File: src/rtl/sprite_layer.sv
// sprite_layer: positioned, scaled, mirrored, animated sprite layer for the
// VGA pipeline. Looks up one texel per pixel from an external synchronous
// ROM and emits a palette index plus an opaque-hit flag, 3 clocks after the
// DrawX/DrawY that produced them. Position/flip/enable writes are held in
// pending registers and committed only at the latch point in vertical blank.
//
// Ports:
//   vga_clk      pixel clock
//   Reset        asynchronous active-high reset
//   DrawX/DrawY  current pixel column/row
//   blank        1 = active display region
//   pos_wr       strobe capturing pos_x/pos_y/flip_x/enable_in into pending
//   anim_en      allow animation to advance at the latch point
//   rom_address  registered sprite ROM address
//   rom_q        sprite ROM data, valid one clock after rom_address
//   pix_index    registered palette index (0 when no hit)
//   pix_hit      registered opaque-sprite-pixel flag
//   update_ack   one-cycle pulse when a pending update commits
module sprite_layer #(
  parameter int unsigned SPR_W           = 20,
  parameter int unsigned SPR_H           = 14,
  parameter int unsigned SCALE_LOG2      = 1,
  parameter int unsigned FRAMES          = 4,
  parameter int unsigned FRAME_DIV       = 6,
  parameter int unsigned ADDR_W          = 11,
  parameter int unsigned INDEX_W         = 8,
  parameter int unsigned TRANSPARENT_IDX = 0,
  parameter int unsigned LATCH_LINE      = 480
) (
  input  logic               vga_clk,
  input  logic               Reset,
  input  logic [9:0]         DrawX,
  input  logic [9:0]         DrawY,
  input  logic               blank,
  input  logic               pos_wr,
  input  logic [9:0]         pos_x,
  input  logic [9:0]         pos_y,
  input  logic               flip_x,
  input  logic               enable_in,
  input  logic               anim_en,
  output logic [ADDR_W-1:0]  rom_address,
  input  logic [INDEX_W-1:0] rom_q,
  output logic [INDEX_W-1:0] pix_index,
  output logic               pix_hit,
  output logic               update_ack
);

  localparam int unsigned BOX_W        = SPR_W << SCALE_LOG2;
  localparam int unsigned BOX_H        = SPR_H << SCALE_LOG2;
  localparam int unsigned FRAME_TEXELS = SPR_W * SPR_H;
  localparam int unsigned FRAME_W      = (FRAMES > 1) ? $clog2(FRAMES) : 1;
  localparam int unsigned DIV_W        = (FRAME_DIV > 1) ? $clog2(FRAME_DIV) : 1;

  // Pending (software-visible) and active (display) sprite state
  logic [9:0]         pend_x_q, pend_x_d, pend_y_q, pend_y_d;
  logic               pend_flip_q, pend_flip_d, pend_en_q, pend_en_d;
  logic               pend_flag_q, pend_flag_d;
  logic [9:0]         act_x_q, act_x_d, act_y_q, act_y_d;
  logic               act_flip_q, act_flip_d, act_en_q, act_en_d;
  logic [FRAME_W-1:0] frame_q, frame_d;
  logic [DIV_W-1:0]   div_q, div_d;
  logic               ack_q, ack_d;

  // Pixel pipeline
  logic [ADDR_W-1:0]  addr_q, addr_d;
  logic               v1_q, v1_d, v2_q, v2_d;
  logic               hit_q, hit_d;
  logic [INDEX_W-1:0] index_q, index_d;

  logic               latch;
  logic [10:0]        dx, dy, lx_raw, lx, ly;
  logic               in_box;
  logic [ADDR_W-1:0]  tex_addr;

  assign rom_address = addr_q;
  assign pix_index   = index_q;
  assign pix_hit     = hit_q;
  assign update_ack  = ack_q;

  // Box test and texel address against the active registers
  always_comb begin
    dx       = {1'b0, DrawX} - {1'b0, act_x_q};
    dy       = {1'b0, DrawY} - {1'b0, act_y_q};
    in_box   = (DrawX >= act_x_q) && (DrawY >= act_y_q) &&
               (dx < 11'(BOX_W)) && (dy < 11'(BOX_H));
    lx_raw   = dx >> SCALE_LOG2;
    lx       = act_flip_q ? (11'(SPR_W - 1) - lx_raw) : lx_raw;
    ly       = dy >> SCALE_LOG2;
    // Only loaded when in_box, so lx/ly are within the sprite and the
    // address stays inside the ROM image
    tex_addr = ADDR_W'(frame_q) * ADDR_W'(FRAME_TEXELS) +
               ADDR_W'(ly) * ADDR_W'(SPR_W) + ADDR_W'(lx);
  end

  // Next-state: pending/active update, animation, pixel pipeline
  always_comb begin
    pend_x_d    = pend_x_q;
    pend_y_d    = pend_y_q;
    pend_flip_d = pend_flip_q;
    pend_en_d   = pend_en_q;
    pend_flag_d = pend_flag_q;
    act_x_d     = act_x_q;
    act_y_d     = act_y_q;
    act_flip_d  = act_flip_q;
    act_en_d    = act_en_q;
    frame_d     = frame_q;
    div_d       = div_q;

    latch = (DrawY == 10'(LATCH_LINE)) && (DrawX == 10'd0);
    ack_d = latch && pend_flag_q;

    // Commit uses the pending value from before any same-cycle write
    if (latch && pend_flag_q) begin
      act_x_d     = pend_x_q;
      act_y_d     = pend_y_q;
      act_flip_d  = pend_flip_q;
      act_en_d    = pend_en_q;
      pend_flag_d = 1'b0;
    end

    // A write on the latch cycle lands in pending and keeps the flag set
    if (pos_wr) begin
      pend_x_d    = pos_x;
      pend_y_d    = pos_y;
      pend_flip_d = flip_x;
      pend_en_d   = enable_in;
      pend_flag_d = 1'b1;
    end

    if (latch && anim_en) begin
      if (div_q == DIV_W'(FRAME_DIV - 1)) begin
        div_d   = '0;
        frame_d = (frame_q == FRAME_W'(FRAMES - 1)) ? '0 : frame_q + FRAME_W'(1);
      end else begin
        div_d = div_q + DIV_W'(1);
      end
    end

    addr_d  = in_box ? tex_addr : addr_q;
    v1_d    = in_box && blank && act_en_q;
    v2_d    = v1_q;
    hit_d   = v2_q && (rom_q != INDEX_W'(TRANSPARENT_IDX));
    index_d = hit_d ? rom_q : '0;
  end

  // State registers
  always_ff @(posedge vga_clk or posedge Reset) begin
    if (Reset) begin
      pend_x_q    <= '0;
      pend_y_q    <= '0;
      pend_flip_q <= 1'b0;
      pend_en_q   <= 1'b0;
      pend_flag_q <= 1'b0;
      act_x_q     <= '0;
      act_y_q     <= '0;
      act_flip_q  <= 1'b0;
      act_en_q    <= 1'b0;
      frame_q     <= '0;
      div_q       <= '0;
      ack_q       <= 1'b0;
      addr_q      <= '0;
      v1_q        <= 1'b0;
      v2_q        <= 1'b0;
      hit_q       <= 1'b0;
      index_q     <= '0;
    end else begin
      pend_x_q    <= pend_x_d;
      pend_y_q    <= pend_y_d;
      pend_flip_q <= pend_flip_d;
      pend_en_q   <= pend_en_d;
      pend_flag_q <= pend_flag_d;
      act_x_q     <= act_x_d;
      act_y_q     <= act_y_d;
      act_flip_q  <= act_flip_d;
      act_en_q    <= act_en_d;
      frame_q     <= frame_d;
      div_q       <= div_d;
      ack_q       <= ack_d;
      addr_q      <= addr_d;
      v1_q        <= v1_d;
      v2_q        <= v2_d;
      hit_q       <= hit_d;
      index_q     <= index_d;
    end
  end

endmodule

File: config.mk
export PLATFORM = sky130hd
export DESIGN_NAME = sprite_layer
export DESIGN_NICKNAME = d
export VERILOG_FILES = /design/src/rtl/sprite_layer.sv
export SDC_FILE = /design/constraint.sdc
export NUM_CORES = 1
export LEC_CHECK = 0
export CAP_MARGIN = 20
export CELL_PAD_IN_SITES_DETAIL_PLACEMENT = 1
export CELL_PAD_IN_SITES_GLOBAL_PLACEMENT = 2
export CORE_MARGIN = 8
export CORE_UTILIZATION = 31
export DETAILED_ROUTE_END_ITERATION = 16
export GPL_ROUTABILITY_DRIVEN = 0
export PLACE_DENSITY = 0.76
export SYNTH_ARGS = -nofsm -noshare
export SYNTH_HDL_FRONTEND = slang
export SYNTH_SLANG_ARGS = --single-unit
File: constraint.sdc
create_clock -name vga_clk -period 4.75 [get_ports vga_clk]
set_input_delay 0.95 -clock vga_clk [delete_from_list [all_inputs] [get_ports vga_clk]]
set_output_delay 0.95 -clock vga_clk [all_outputs]
set_load 0.01 [all_outputs]
==> results of run 1 <==
worst paths after layout:
path / endpoint / depth (start not counted) / start
worst max-delay path: rom_address[10]$_DFFE_PP0P_ / 18 / DrawY[5]
worst min register to register: v2_q$_DFF_PP0_ / 0 / v1_q$_DFF_PP0_
worst max register to register: rom_address[10]$_DFFE_PP0P_ / 18 / act_y_q[1]$_DFFE_PP0P_
min in group asynchronous: pix_index[2]$_DFF_PP0_ / 2 / Reset
worst min-delay path: v2_q$_DFF_PP0_ / 0 / v1_q$_DFF_PP0_
max in group asynchronous: rom_address[4]$_DFFE_PP0P_ / 3 / Reset
registers in the layout, summed over array words and instances, names as in the netlist, 2 cells and up:
name	flops
pend_y_q	10
act_y_q	10
pix_index	8
pend_x_q	10
act_x_q	10
rom_address	11
div_q	3
frame_q	2
power by group:
group | leakage [uW] | total (uW) | internal, uW | switching [uW]
combinational | 0.00237 | 745 | 431 | 314
sequential | 0.000855 | 650 | 640 | 9.90
clock | 0.000145 | 717 | 415 | 302
total | 0.00337 | 2110 | 1490 | 626
stage by stage:
stage                     util, %  instances  TNS (ns)  cell area [sq um]
after floorplan                 -        464    -0.363               4860
after global placement       42.6        801     -3.37               6460
after detailed placement     42.6        801     -3.77               6460
after CTS                    46.5        823    -0.169               7040
after global routing         47.1        824    -0.364               7130
final                        47.1        824    -0.157               7130
placed cells by master, fill, tap and decap left out, drive strengths merged, types with 4 or more instances in the layout:
| master | netlist | final |
|---|---|---|
| a21boi | 4 | 4 |
| a21o | 10 | 10 |
| a21oi | 23 | 23 |
| and2 | 10 | 10 |
| buf | 3 | 92 |
| clkbuf | 7 | 11 |
| clkdlybuf4s50 | 0 | 67 |
| dfrtp | 73 | 73 |
| dlygate4sd2 | 0 | 5 |
| fa | 10 | 10 |
| ha | 43 | 43 |
| inv | 58 | 60 |
| mux2 | 36 | 36 |
| mux2i | 5 | 5 |
| nand2 | 33 | 33 |
| nand2b | 6 | 6 |
| nor2 | 15 | 15 |
| nor2b | 5 | 5 |
| nor3 | 5 | 5 |
| nor4 | 7 | 7 |
| o21ai | 35 | 35 |
| xnor2 | 22 | 22 |
| xor2 | 5 | 5 |
cell families after synthesis:
logic type / after synthesis / synth area share, %
AND/OR/NAND/NOR: 100 / 10.9
flip-flops: 73 / 38.2
XOR/XNOR: 29 / 6.28
buffers and inverters: 68 / 5.52
AO/OA/AOI/OAI: 100 / 13.6
multiplexers: 41 / 10.1
adder cells (fa/ha/maj): 53 / 15.4
per-layer routing:
metal	vias up	global-route usage [%]
met4	0	4.91
li1	1941	-
met2	67	26.1
met1	1986	16.7
met3	20	4.32
met5	-	0
final cells by class:
class	count	area [sq um]	share of cell area (%)
clock buffer	10	229	3.21
clock inverter	6	75.1	1.05
inverter	58	230	3.23
multi-input combinational	323	3070	43.1
sequential	73	1830	25.6
tap	188	235	3.30
timing repair buffer	166	1460	20.5
what timing repair did:
action | CTS | global route
hold buffers | 0 | 0
pin swaps | 29 | 10
resized for setup | 52 | 19
setup buffers | 6 | 2
gates cloned | 0 | 0
setup endpoints to repair | 4 | 4
==> impl_metrics.py, run 1 <==
metrics = {
    "timing": {
        "hold_slack_ns": 0.343,
        "hold_viol_final": 0,
        "worst_pin_slew_ns": 1.05,
        "slew_headroom_pct": 29.5,
        "setup_ws_ns": -0.157,
        "rsz0062_at_grt": "true",
        "finalCritPeriodShare_pct": 103,
        "setup_viol": 1,
        "slew_viol_final": 0,
        "final.setup_skew_ns": 0.0113,
        "fmax_mhz": 204,
        "min_period_ns": 4.91,
    },
    "floorplan": {
        "die_h_um": 140,
        "row_count": 45,
        "die-area_sq_mm": 0.0197,
        "fp.dieW_um": 140,
        "start_util_pct": 31.6,
        "core_area_sq_mm": 0.0151,
        "pin_count": 76,
    },
    "routing": {
        "routed_via_density": 4.87,
        "dr_wl_met2_um": 7310,
        "finalWirelength_um": 14100,
        "top_layer": "met4",
        "num_vias": 4014,
        "drcViolationCount": 0,
        "dr_wl_met3_um": 688,
        "drt-met1-wl_um": 5800,
        "post_drt_wl_per_cell_um": 17.1,
        "postRouteAntennaNets": 0,
        "first_pass_iters": 4,
        "drt_iter0_markers": 57,
    },
    "worst_setup_path": {
        "crit_arrival_ns": 5.14,
        "worstPathCellList": "clkdlybuf4s50_1 -> ha_2 -> and3_1 -> a221oi_4 -> xnor2_2 -> ha_1 -> ha_4 -> a21oi_2 -> nor2_1 -> nor2_1 -> xnor2_1 -> fa_1 -> ha_4 -> o21ai_0 -> nor2_1 -> a21oi_2 -> xnor3_1 -> mux2_4",
        "worst_ep_required_time_ns": 4.98,
        "critical-path-max-stage-delay_ns": 0.59,
        "cp_top_family": "adder cells",
        "critPathLaunchType": "input port",
        "cp_common_cell": "nor2_1",
        "r2r_slack_ns": 0.15,
        "crit_slowest_cell": "fa_1",
        "worstPathMaxFanout": 5,
        "end_kind": "flip-flop",
        "crit_buf_inv": 1,
        "path_class": "input port to flip-flop",
    },
    "yosys": {
        "synth-edff-count": 0,
        "synth_fp_nets": 572,
        "synthDominantCellAreaShare_pct": 38.2,
        "synth_flop_cell": "dfrtp_1",
        "ys.warnings.count": 0,
        "syn_area_sq_mm": 0.00478,
        "syn_inst": 464,
        "yosysUniqueCellTypes": 55,
        "ys_seq_area_share_pct": 38.2,
        "avgSynthCellArea_sq_um": 10.3,
        "synthTopCellsByArea": "dfrtp_1 (38%), ha_1 (11%), mux2_2 (6.6%)",
        "synthArstFlopShare_pct": 100,
        "yosys.area.top_type": "dfrtp_1",
        "synth.most_common_cell": "dfrtp_1",
        "synth_commonest_cells": "dfrtp_1 (73), inv_1 (58), ha_1 (43)",
        "ys_ff_latch": 73,
    },
    "power": {
        "finalPower_uw": 2110,
        "peakVddDrop_mv": 0.288,
        "p_leak_uw": 0.00337,
        "cellPowerDensity_mw_per_mm2": 296,
    },
    "clocking": {
        "root_buffer": "clkbuf_16",
        "cts_tree": "built",
        "clkLatencyLatePin_ns": 0.35,
        "ctsLongestPathBuffers": 2,
        "path_clk_slew_ns": 0.07,
        "cts_buffers": 9,
        "h-tree-depth": 3,
        "cts.sinks": 73,
    },
    "run": {
        "maxCapViolations": 0,
    },
    "min_path": {
        "hp-class": "flip-flop to flip-flop",
    },
    "global_routing": {
        "track_usage_pct": 14.8,
        "globalRouteOverflowTotal": 0,
        "grt_start_max_net_pins": 45,
        "antenna_found_initial": 0,
        "grt_pass1_wl_um": 23100,
        "grt_pass1_vias": 4511,
    },
    "finish": {
        "area_growth_pct": 49.0,
        "fin_nets": 739,
        "diodes": 0,
        "drive_gt1_share_pct": 32.1,
        "n_fill_cell": 1653,
    },
    "placement": {
        "dp_slack_ns": -1.20,
        "hpwlAfterDp_um": 10900,
        "port_buffers": 75,
    },
    "status": {
        "status": "complete, but fails checks",
        "violations": "negative setup slack",
    },
}
Power figures use the tool's default switching activity.
==> run 2: changes to the inputs <==
Settings changed: GPL_ROUTABILITY_DRIVEN 0 to unset, MAX_ROUTING_LAYER set to met4.
==> run 2 against run 1 <==
The flow still finishes with violations (negative setup slack); core utilization up 0.12 points; register-to-register slack worse by 0.02 ns; worst hold slack better by 0.038 ns; routed wire length down 0.97%; flip-flop and latch count unchanged; clock power up 2%; critical endpoint unchanged; highest routed layer unchanged.
==> impl_metrics.py, run 2 (synthesized netlist as in run 1, its figures left out) <==
metrics = {
    "timing": {
        "slew_viol_final": 0,
        "min_period_ns": 4.90,
        "slew_headroom_pct": 29.1,
        "fmax_mhz": 204,
        "hold_slack_ns": 0.380,
        "hold_viol_final": 0,
        "setup_ws_ns": -0.148,
        "rsz0062_at_grt": "true",
        "worst_pin_slew_ns": 1.06,
        "finalCritPeriodShare_pct": 103,
        "setup_viol": 1,
        "final.setup_skew_ns": 0.00625,
    },
    "floorplan": {
        "core_area_sq_mm": 0.0151,
        "fp.dieW_um": 140,
        "die_h_um": 140,
        "row_count": 45,
        "die-area_sq_mm": 0.0197,
        "pin_count": 76,
        "start_util_pct": 31.6,
    },
    "placement": {
        "gp_congestion": 0.882,
        "post_dp_cell_area_sq_mm": 0.00647,
        "hpwlAfterDp_um": 10900,
        "port_buffers": 75,
    },
    "finish": {
        "stdcell_area_sq_mm": 0.00715,
        "largest_reg_flops": 11,
        "diodes": 0,
        "mostFrequentLayoutCell": "buf_4",
        "drive_gt1_share_pct": 33.1,
        "fin_nets": 735,
        "utilization_pct": 47.2,
        "area_growth_pct": 49.3,
        "layout_common_cells": "buf_4 (84), dfrtp_1 (73), clkdlybuf4s50_1 (68)",
    },
    "clocking": {
        "cts_buffers": 9,
        "h-tree-depth": 3,
        "postCtsHoldBufs": 0,
        "root_buffer": "clkbuf_16",
        "path_clk_slew_ns": 0.06,
        "cts.sinks": 73,
        "cts_tree": "built",
        "ctsLongestPathBuffers": 2,
        "clkLatencyLatePin_ns": 0.35,
    },
    "global_routing": {
        "grt_pass1_vias": 4567,
        "grt_pass1_wl_um": 23500,
        "grt_start_max_net_pins": 44,
        "track_usage_pct": 15.6,
        "globalRouteOverflowTotal": 0,
        "antenna_found_initial": 0,
    },
    "routing": {
        "post_drt_wl_per_cell_um": 17.0,
        "finalWirelength_um": 13900,
        "drt_iter0_markers": 73,
        "drcViolationCount": 0,
        "routed_via_density": 4.77,
        "num_vias": 3913,
        "first_pass_iters": 4,
        "postRouteAntennaNets": 0,
    },
    "worst_setup_path": {
        "worstPathCellList": "buf_6 -> buf_6 -> inv_12 -> ha_4 -> inv_2 -> fa_2 -> a21o_1 -> a21oi_2 -> xnor2_2 -> ha_1 -> ha_2 -> fa_2 -> inv_2 -> fa_1 -> inv_2 -> ha_4 -> nor2b_4 -> or4_4 -> a21oi_4 -> xnor3_1 -> mux2_4",
        "r2r_cells": 18,
        "crit_slowest_cell": "fa_2",
        "crit_arrival_ns": 5.13,
        "cp_common_cell": "inv_2",
        "path_class": "input port to flip-flop",
        "worst_ep_required_time_ns": 4.98,
        "r2r_slack_ns": 0.13,
        "critical-path-max-stage-delay_ns": 0.54,
        "end_kind": "flip-flop",
        "worstPathMaxFanout": 3,
        "critPathLaunchType": "input port",
    },
    "min_path": {
        "holdPathStages": 0,
        "hp-class": "flip-flop to flip-flop",
    },
    "run": {
        "maxCapViolations": 0,
    },
    "status": {
        "violations": "negative setup slack",
        "status": "complete, but fails checks",
    },
    "power": {
        "p_leak_uw": 0.00335,
        "peakVddDrop_mv": 0.181,
        "cellPowerDensity_mw_per_mm2": 291,
        "finalPower_uw": 2080,
    },
}
[run 2: worst paths after layout]
kind,from,end
min in group asynchronous,Reset,pend_y_q[3]$_DFFE_PP0P_
max in group asynchronous,Reset,rom_address[9]$_DFFE_PP0P_
max reg2reg,act_y_q[1]$_DFFE_PP0P_,rom_address[10]$_DFFE_PP0P_
max,DrawY[0],rom_address[10]$_DFFE_PP0P_
min reg2reg,v1_q$_DFF_PP0_,v2_q$_DFF_PP0_
min,v1_q$_DFF_PP0_,v2_q$_DFF_PP0_
[run 2: where the power goes]
group          total (uW)  leakage, uW  switching (uW)  internal (uW)
Clock                 728     0.000150             300            428
Combinational         702      0.00234             302            400
Sequential            651     0.000855            10.3            640
[run 2: worst max-delay path: cells and delay by family]
kind | cells | cell delay (ns)
adder cells (fa/ha/maj) | 7 | 2.12
multiplexers | 1 | 0.26
XOR/XNOR | 2 | 0.36
AO/OA/AOI/OAI | 3 | 0.49
AND/OR/NAND/NOR | 2 | 0.55
buffers and inverters | 6 | 0.39
[run 2: timing repair]
action,in CTS,in global routing
setup endpoints to repair,4,4
resized for setup,57,15
pin swaps,33,5
buffers inserted,1,0
[run 2: area by class of cell]
cell class                      count  area [sq um]
Fill cell                        1635          8000
Multi-Input combinational cell    323          3120
Sequential cell                    73          1830
Timing Repair Buffer              162          1420
Clock buffer                       10           239
Tap cell                          188           235
Inverter                           58           230
Clock inverter                      6          72.6
[run 2: routing by layer]
metal	wire, um	up-vias	GRT usage, %
met2	7060	62	26.4
li1	-	1937	-
met3	546	15	3.98
met1	6060	1899	17.8
met5	0	-	-
met4	279	0	4.69
[run 2: stage by stage]
stage          cells  setup WS (ns)  TNS (ns)
2_1_floorplan    464         -0.363    -0.363
3_3_place_gp     803          -1.10     -3.38
3_5_place_dp     803          -1.18     -3.81
4_1_cts          820         -0.120    -0.120
5_1_grt          820         -0.303    -0.322
6_report         820         -0.148    -0.148
